===== src/rtl/recovery_sequencer_pkg.sv =====
// Shared types and ROB-age helpers for the recovery sequencer.
package recovery_sequencer_pkg;

  localparam int unsigned REC_TAG_W  = 6;
  localparam int unsigned REC_PERF_W = 32;

  typedef logic [REC_TAG_W-1:0] rob_tag_t;

  typedef enum logic [2:0] {
    IDLE,
    START,
    FLUSH,
    ROLLBACK,
    DONE
  } rec_state_t;

  // Recovery boundary: incl=1 squashes the boundary tag itself
  typedef struct packed {
    rob_tag_t tag;
    logic     incl;
  } rec_req_t;

  typedef struct packed {
    logic     valid;
    rob_tag_t tag;
    logic     incl;
  } branch_flush_t;

  // Distance from the ROB head; smaller means older
  function automatic rob_tag_t rob_age(input rob_tag_t tag, input rob_tag_t head);
    return tag - head;
  endfunction

  // True when a is strictly older than b; an inclusive boundary wins a tag tie
  function automatic logic req_older(input rec_req_t a, input rec_req_t b, input rob_tag_t head);
    rob_tag_t age_a;
    rob_tag_t age_b;
    age_a = rob_age(a.tag, head);
    age_b = rob_age(b.tag, head);
    return (age_a < age_b) || ((age_a == age_b) && a.incl && !b.incl);
  endfunction

endpackage


===== src/rtl/recovery_sequencer_arbiter.sv =====
// Combinational pick of the older of two optional recovery requests.
module rob_age_arbiter
  import recovery_sequencer_pkg::*;
(
  input  rob_tag_t head,
  input  logic     a_valid,
  input  rec_req_t a,
  input  logic     b_valid,
  input  rec_req_t b,
  output logic     y_valid_c,
  output rec_req_t y_c
);

  logic pick_a;

  // a wins only if strictly older than a valid b; ties keep b
  always_comb begin
    pick_a    = a_valid && (!b_valid || req_older(a, b, head));
    y_valid_c = a_valid || b_valid;
    y_c       = pick_a ? a : b;
  end

endmodule


===== src/rtl/recovery_sequencer.sv =====
// Recovery FSM: arbitrates mispredict / ordering-violation recoveries by ROB age.
module recovery_sequencer
  import recovery_sequencer_pkg::*;
#(
  parameter int unsigned ROB_TAG_W = REC_TAG_W,
  parameter int unsigned PERF_W    = REC_PERF_W
) (
  input  logic                 clk_i,
  input  logic                 rst_i,
  input  logic [ROB_TAG_W-1:0] rob_head_tag_i,
  input  logic                 bp_PrMiss_i,
  input  logic [ROB_TAG_W-1:0] bp_miss_tag_i,
  input  logic                 load_store_violation_i,
  input  logic [ROB_TAG_W-1:0] load_store_violation_tag_i,
  input  logic                 ROB_recovery_finished_i,
  output logic                 recovery_start_o,
  output logic                 recovery_flush_o,
  output logic                 recovery_rollback_o,
  output logic                 recovery_procedure_o,
  output logic                 recovery_stall_o,
  output logic                 flush_valid_o,
  output logic [ROB_TAG_W-1:0] flush_tag_o,
  output logic                 flush_incl_o,
  output logic [PERF_W-1:0]    recovery_count_o
);

  rec_state_t    state;
  rec_req_t      cur;
  rec_req_t      pend;
  logic          pend_valid;
  branch_flush_t flush_q;

  rec_req_t br_req;
  rec_req_t ld_req;
  rec_req_t sel_req;
  logic     sel_valid;
  logic     cand_keep;
  rec_req_t merged_req;
  logic     merged_valid;

  // Requests presented as boundaries: branch keeps itself, load squashes itself
  always_comb begin
    br_req    = '{tag: bp_miss_tag_i, incl: 1'b0};
    ld_req    = '{tag: load_store_violation_tag_i, incl: 1'b1};
    cand_keep = sel_valid && req_older(sel_req, cur, rob_head_tag_i);
  end

  rob_age_arbiter u_sel_arb (
    .head      (rob_head_tag_i),
    .a_valid   (load_store_violation_i),
    .a         (ld_req),
    .b_valid   (bp_PrMiss_i),
    .b         (br_req),
    .y_valid_c (sel_valid),
    .y_c       (sel_req)
  );

  // Only requests older than the active boundary compete with the pending slot
  rob_age_arbiter u_pend_arb (
    .head      (rob_head_tag_i),
    .a_valid   (cand_keep),
    .a         (sel_req),
    .b_valid   (pend_valid),
    .b         (pend),
    .y_valid_c (merged_valid),
    .y_c       (merged_req)
  );

  // Sequencer state, pending slot and registered outputs
  always_ff @(posedge clk_i or posedge rst_i) begin
    if (rst_i) begin
      state                <= IDLE;
      cur                  <= '0;
      pend                 <= '0;
      pend_valid           <= 1'b0;
      flush_q              <= '0;
      recovery_start_o     <= 1'b0;
      recovery_flush_o     <= 1'b0;
      recovery_rollback_o  <= 1'b0;
      recovery_procedure_o <= 1'b0;
      recovery_stall_o     <= 1'b0;
      recovery_count_o     <= '0;
    end else begin
      recovery_start_o     <= 1'b0;
      recovery_flush_o     <= 1'b0;
      recovery_rollback_o  <= 1'b0;
      recovery_procedure_o <= 1'b1;
      recovery_stall_o     <= 1'b1;
      flush_q              <= '0;

      if ((state == START || state == FLUSH || state == ROLLBACK) && merged_valid) begin
        pend       <= merged_req;
        pend_valid <= 1'b1;
      end

      case (state)
        IDLE: begin
          if (sel_valid) begin
            state            <= START;
            cur              <= sel_req;
            recovery_start_o <= 1'b1;
          end else begin
            recovery_procedure_o <= 1'b0;
            recovery_stall_o     <= 1'b0;
          end
        end
        START: begin
          state            <= FLUSH;
          recovery_count_o <= recovery_count_o + PERF_W'(1);
          recovery_flush_o <= 1'b1;
          flush_q          <= '{valid: 1'b1, tag: cur.tag, incl: cur.incl};
        end
        FLUSH: begin
          state               <= ROLLBACK;
          recovery_rollback_o <= 1'b1;
        end
        ROLLBACK: begin
          if (ROB_recovery_finished_i) begin
            state <= DONE;
          end else begin
            recovery_rollback_o <= 1'b1;
          end
        end
        DONE: begin
          pend_valid <= 1'b0;
          if (merged_valid) begin
            state            <= START;
            cur              <= merged_req;
            recovery_start_o <= 1'b1;
          end else begin
            state                <= IDLE;
            recovery_procedure_o <= 1'b0;
            recovery_stall_o     <= 1'b0;
          end
        end
        default: begin
          state                <= IDLE;
          recovery_procedure_o <= 1'b0;
          recovery_stall_o     <= 1'b0;
        end
      endcase
    end
  end

  assign flush_valid_o = flush_q.valid;
  assign flush_tag_o   = flush_q.tag;
  assign flush_incl_o  = flush_q.incl;

endmodule


===== config.mk =====
export PLATFORM = sky130hd
export DESIGN_NAME = recovery_sequencer
export DESIGN_NICKNAME = d
export VERILOG_FILES = /design/src/rtl/recovery_sequencer_pkg.sv /design/src/rtl/recovery_sequencer_arbiter.sv /design/src/rtl/recovery_sequencer.sv
export SDC_FILE = /design/constraint.sdc
export NUM_CORES = 1
export LEC_CHECK = 0
export BUFFER_PORTS_ARGS = -buffer_cell sky130_fd_sc_hd__buf_2
export CAP_MARGIN = 15
export CELL_PAD_IN_SITES_DETAIL_PLACEMENT = 2
export CELL_PAD_IN_SITES_GLOBAL_PLACEMENT = 2
export CORE_MARGIN = 10
export CORE_UTILIZATION = 33
export DETAILED_ROUTE_END_ITERATION = 16
export PLACE_DENSITY = 0.79
export SKIP_LAST_GASP = 1
export SYNTH_ARGS = -nofsm -noshare
export SYNTH_HDL_FRONTEND = slang
export SYNTH_SLANG_ARGS = --single-unit
export TNS_END_PERCENT = 10

===== constraint.sdc =====
create_clock -name clk_i -period 3.4 [get_ports clk_i]
set_input_delay 0.34 -clock clk_i [delete_from_list [all_inputs] [get_ports clk_i]]
set_output_delay 0.34 -clock clk_i [all_outputs]
set_load 0.02 [all_outputs]

==> metrics <==
outcome finished, violations left; failing checks negative setup slack; ANT cells 0; FMAX about 0.16 GHz; GRT overflow 0; vias in the first global route between 4000 and 5000; largest net degree at the start of global routing 34; initial DRC count 151; hold_buf cts 0; Final Power 5580 uW; antenna-violating nets left 0; largest fanout on the critical path 7; Hold/Removal Path Class primary input to asynchronous set/reset pin; Worst Setup End Kind register; Synth async-reset ratio 100%; initial antenna violation count 0; Slew headroom between 50% and 60%; first-pass GRT wire length roughly 29000 microns; port bufs between 60 and 70; Setup CP Type primary input to register; Final Wtd Congestion 0.839; pwr dens 965 mW/mm^2; clk_lat worst skew 0.34 ns; global-route usage over all layers 21.4%; Final min period 6.18 ns; RSZ-0062 raised after global routing yes; TritonRoute pass-1 iters 4; row cnt 40; Yosys reg bits 61; Synth cell types 49; CP top delay family compound AO/OA/AOI/OAI gates; HPWL Detailed roughly 12000 microns; Final Cell Area 0.00578 sq mm; Pins Over Slew Limit 0; Final #Nets ~610; Area Overhead vs Synth 41.3%; Worst-path clk slew around 0.070 ns; clock skew 0.0121 ns; commonest non-fill, non-tap cell in the layout buf_4; Synth Instances 391; detailed-route wire length 18700 microns; die width 131 microns; routed length per instance 26.2 microns; Synth Cell Area 0.00409 sq mm; CTS Buf Count 9; Sink Count 61; maximum clock insertion buffer count 2; routed via count 3836; I/O Pins 68; Residual DRC 0; setup slack, reg-to-reg -0.30 ns; Max-Cap Viols 0; Slowest-stage cell, CP xor3_2; leakage power 0.00299 uW; CP Buf/Inv Count 7; Critical Path RT 3.62 ns; YS warnings 0; Root Driver clkbuf_16; Initial Util between 30% and 40%; Worst setup SP type primary input; Top FF cell, synth dfrtp_1; Seq/Total Area, Yosys 37.3%; fin worst setup slack -2.78 ns; dpl cell area 0.00519 sq mm; DIE HEIGHT 131 microns; VDD IR max 0.589 mV; synthesized net count 463; H-tree depth 3; Avg Vias per Cell 5.37; Critical Path AT ~6.4 ns; die area approximately 0.017 sq mm; most frequent cells in the layout buf_4, buf_2, dfrtp_1, ha_1, xnor2_1; Post-synth EDFFs 0; worst stage delay on the critical path roughly 0.43 ns; CTS tree yes; setup violators final 18; crit share post-route 182%; layout cell share with drive strength beyond 1 39.3%; Mean Syn Cell Area roughly 10 sq um; Slew @ Worst Pin 0.662 ns; Core ar. between 0.01 and 0.015 sq mm; Hold Fails Final Rpt 0
[synthesized netlist by cell type, types with 4 or more instances]
master / number / area [sq um]
nor2_1: 9 / 33.8
o21ai_0: 14 / 70.1
nand2_1: 19 / 71.3
mux2_2: 8 / 90.1
a21oi_1: 13 / 65.1
a21o_1: 21 / 158
nand3_1: 12 / 60.1
xor2_1: 18 / 158
and2_1: 11 / 68.8
and4_1: 4 / 35.0
a211oi_1: 7 / 52.6
nand4_1: 6 / 37.5
xnor2_1: 36 / 315
clkbuf_1: 4 / 15.0
mux2_1: 4 / 45.0
and3_1: 11 / 68.8
nor2b_1: 4 / 25.0
fa_1: 5 / 100
ha_1: 44 / 551
inv_1: 33 / 124
dfrtp_1: 61 / 1530
nor3_1: 10 / 50.1
o31ai_1: 7 / 52.6
[layout make-up]
cell class              count  area [sq um]
flip-flops and latches     61          1530
well taps                 168           210
multi-input cells         288          2610
repair buffers            148           970
inverters                  34           131
clock inverters             5          81.3
fillers                  1237          6280
clock buffers              11           253
[path summary, 6_finish.rpt]
path                                         start                    to  depth (start not counted)
max in group asynchronous                    rst_i               pend[1]                          3
min                                          rst_i  recovery_count_o[29]                          2
min in group clk_i         ROB_recovery_finished_i              state[2]                          3
max                              rob_head_tag_i[1]               pend[1]                         28
max reg2reg                                pend[1]                cur[1]                         15
min reg2reg                   recovery_count_o[15]  recovery_count_o[15]                          1
[sequential cells by signal, indices dropped and copies added (netlist names)]
register and flops:
state 3, flush_valid_o 1, pend 7, flush_tag_o 6, recovery_count_o 32, flush_incl_o 1, pend_valid 1, recovery_start_o 1
recovery_stall_o 1, cur 7, recovery_rollback_o 1
[report_power, final]
group,total (uW),internal [uW],switching [uW]
Sequential,1130,914,212
Clock,1060,684,377
Combinational,3390,1550,1850
[worst register-to-register path, cell delays in order, from the launching register on]
cell     delay (ns)
dfrtp_1        0.43
inv_1          0.15
ha_1           0.19
inv_1          0.07
fa_1           0.39
a21o_1         0.18
a21oi_1        0.23
xor2_1         0.13
ha_1           0.31
and3_1         0.22
o21ai_0        0.14
a31oi_1        0.24
buf_4          0.17
o211a_1        0.35
nor3_1         0.14
o31ai_1        0.27
[cells by family (layout without fill, tap and decap cells)]
| group | count (synthesis) | after routing | share of synthesized area [%] |
|---|---|---|---|
| AO/OA/AOI/OAI | 76 | 76 | 14.0 |
| XOR/XNOR | 55 | 55 | 12.1 |
| adder cells (fa/ha/maj) | 49 | 49 | 15.9 |
| buffers and inverters | 42 | 198 | 4.31 |
| flip-flops | 61 | 61 | 37.3 |
| multiplexers | 14 | 14 | 3.79 |
| AND/OR/NAND/NOR | 94 | 94 | 12.5 |
[metrics by stage]
stage / hold WS [ns] / setup slack (ns) / instances / TNS (ns) / util, %
after CTS: 0.110 / -2.41 / 709 / -42.29 / 47.1
final: 0.0859 / -2.78 / 715 / -48.59 / 47.9
after detailed placement: 0.460 / -2.80 / 687 / -49.00 / 43.1
after floorplan: 0.470 / -2.27 / 391 / -38.83 / -
after global placement: 0.440 / -2.41 / 687 / -41.78 / 43.1
after global routing: 0.149 / -2.90 / 715 / -50.88 / 47.9
[per-layer routing]
metal	routed length, microns	GRT usage (%)	part of all wire [%]
met4	901	12.2	4.8
met3	787	4.54	4.2
met2	9780	38.2	52
met5	0	0	0
met1	7280	22.9	39
[repair_timing]
item | CTS | global route
cloned | 0 | 0
hold endpoints to repair | 0 | 0
buffers inserted | 6 | 6
pin swaps | 16 | 19
endpoints found under the setup margin | 18 | 18
gates resized for setup | 17 | 10
Power figures use the tool's default switching activity.
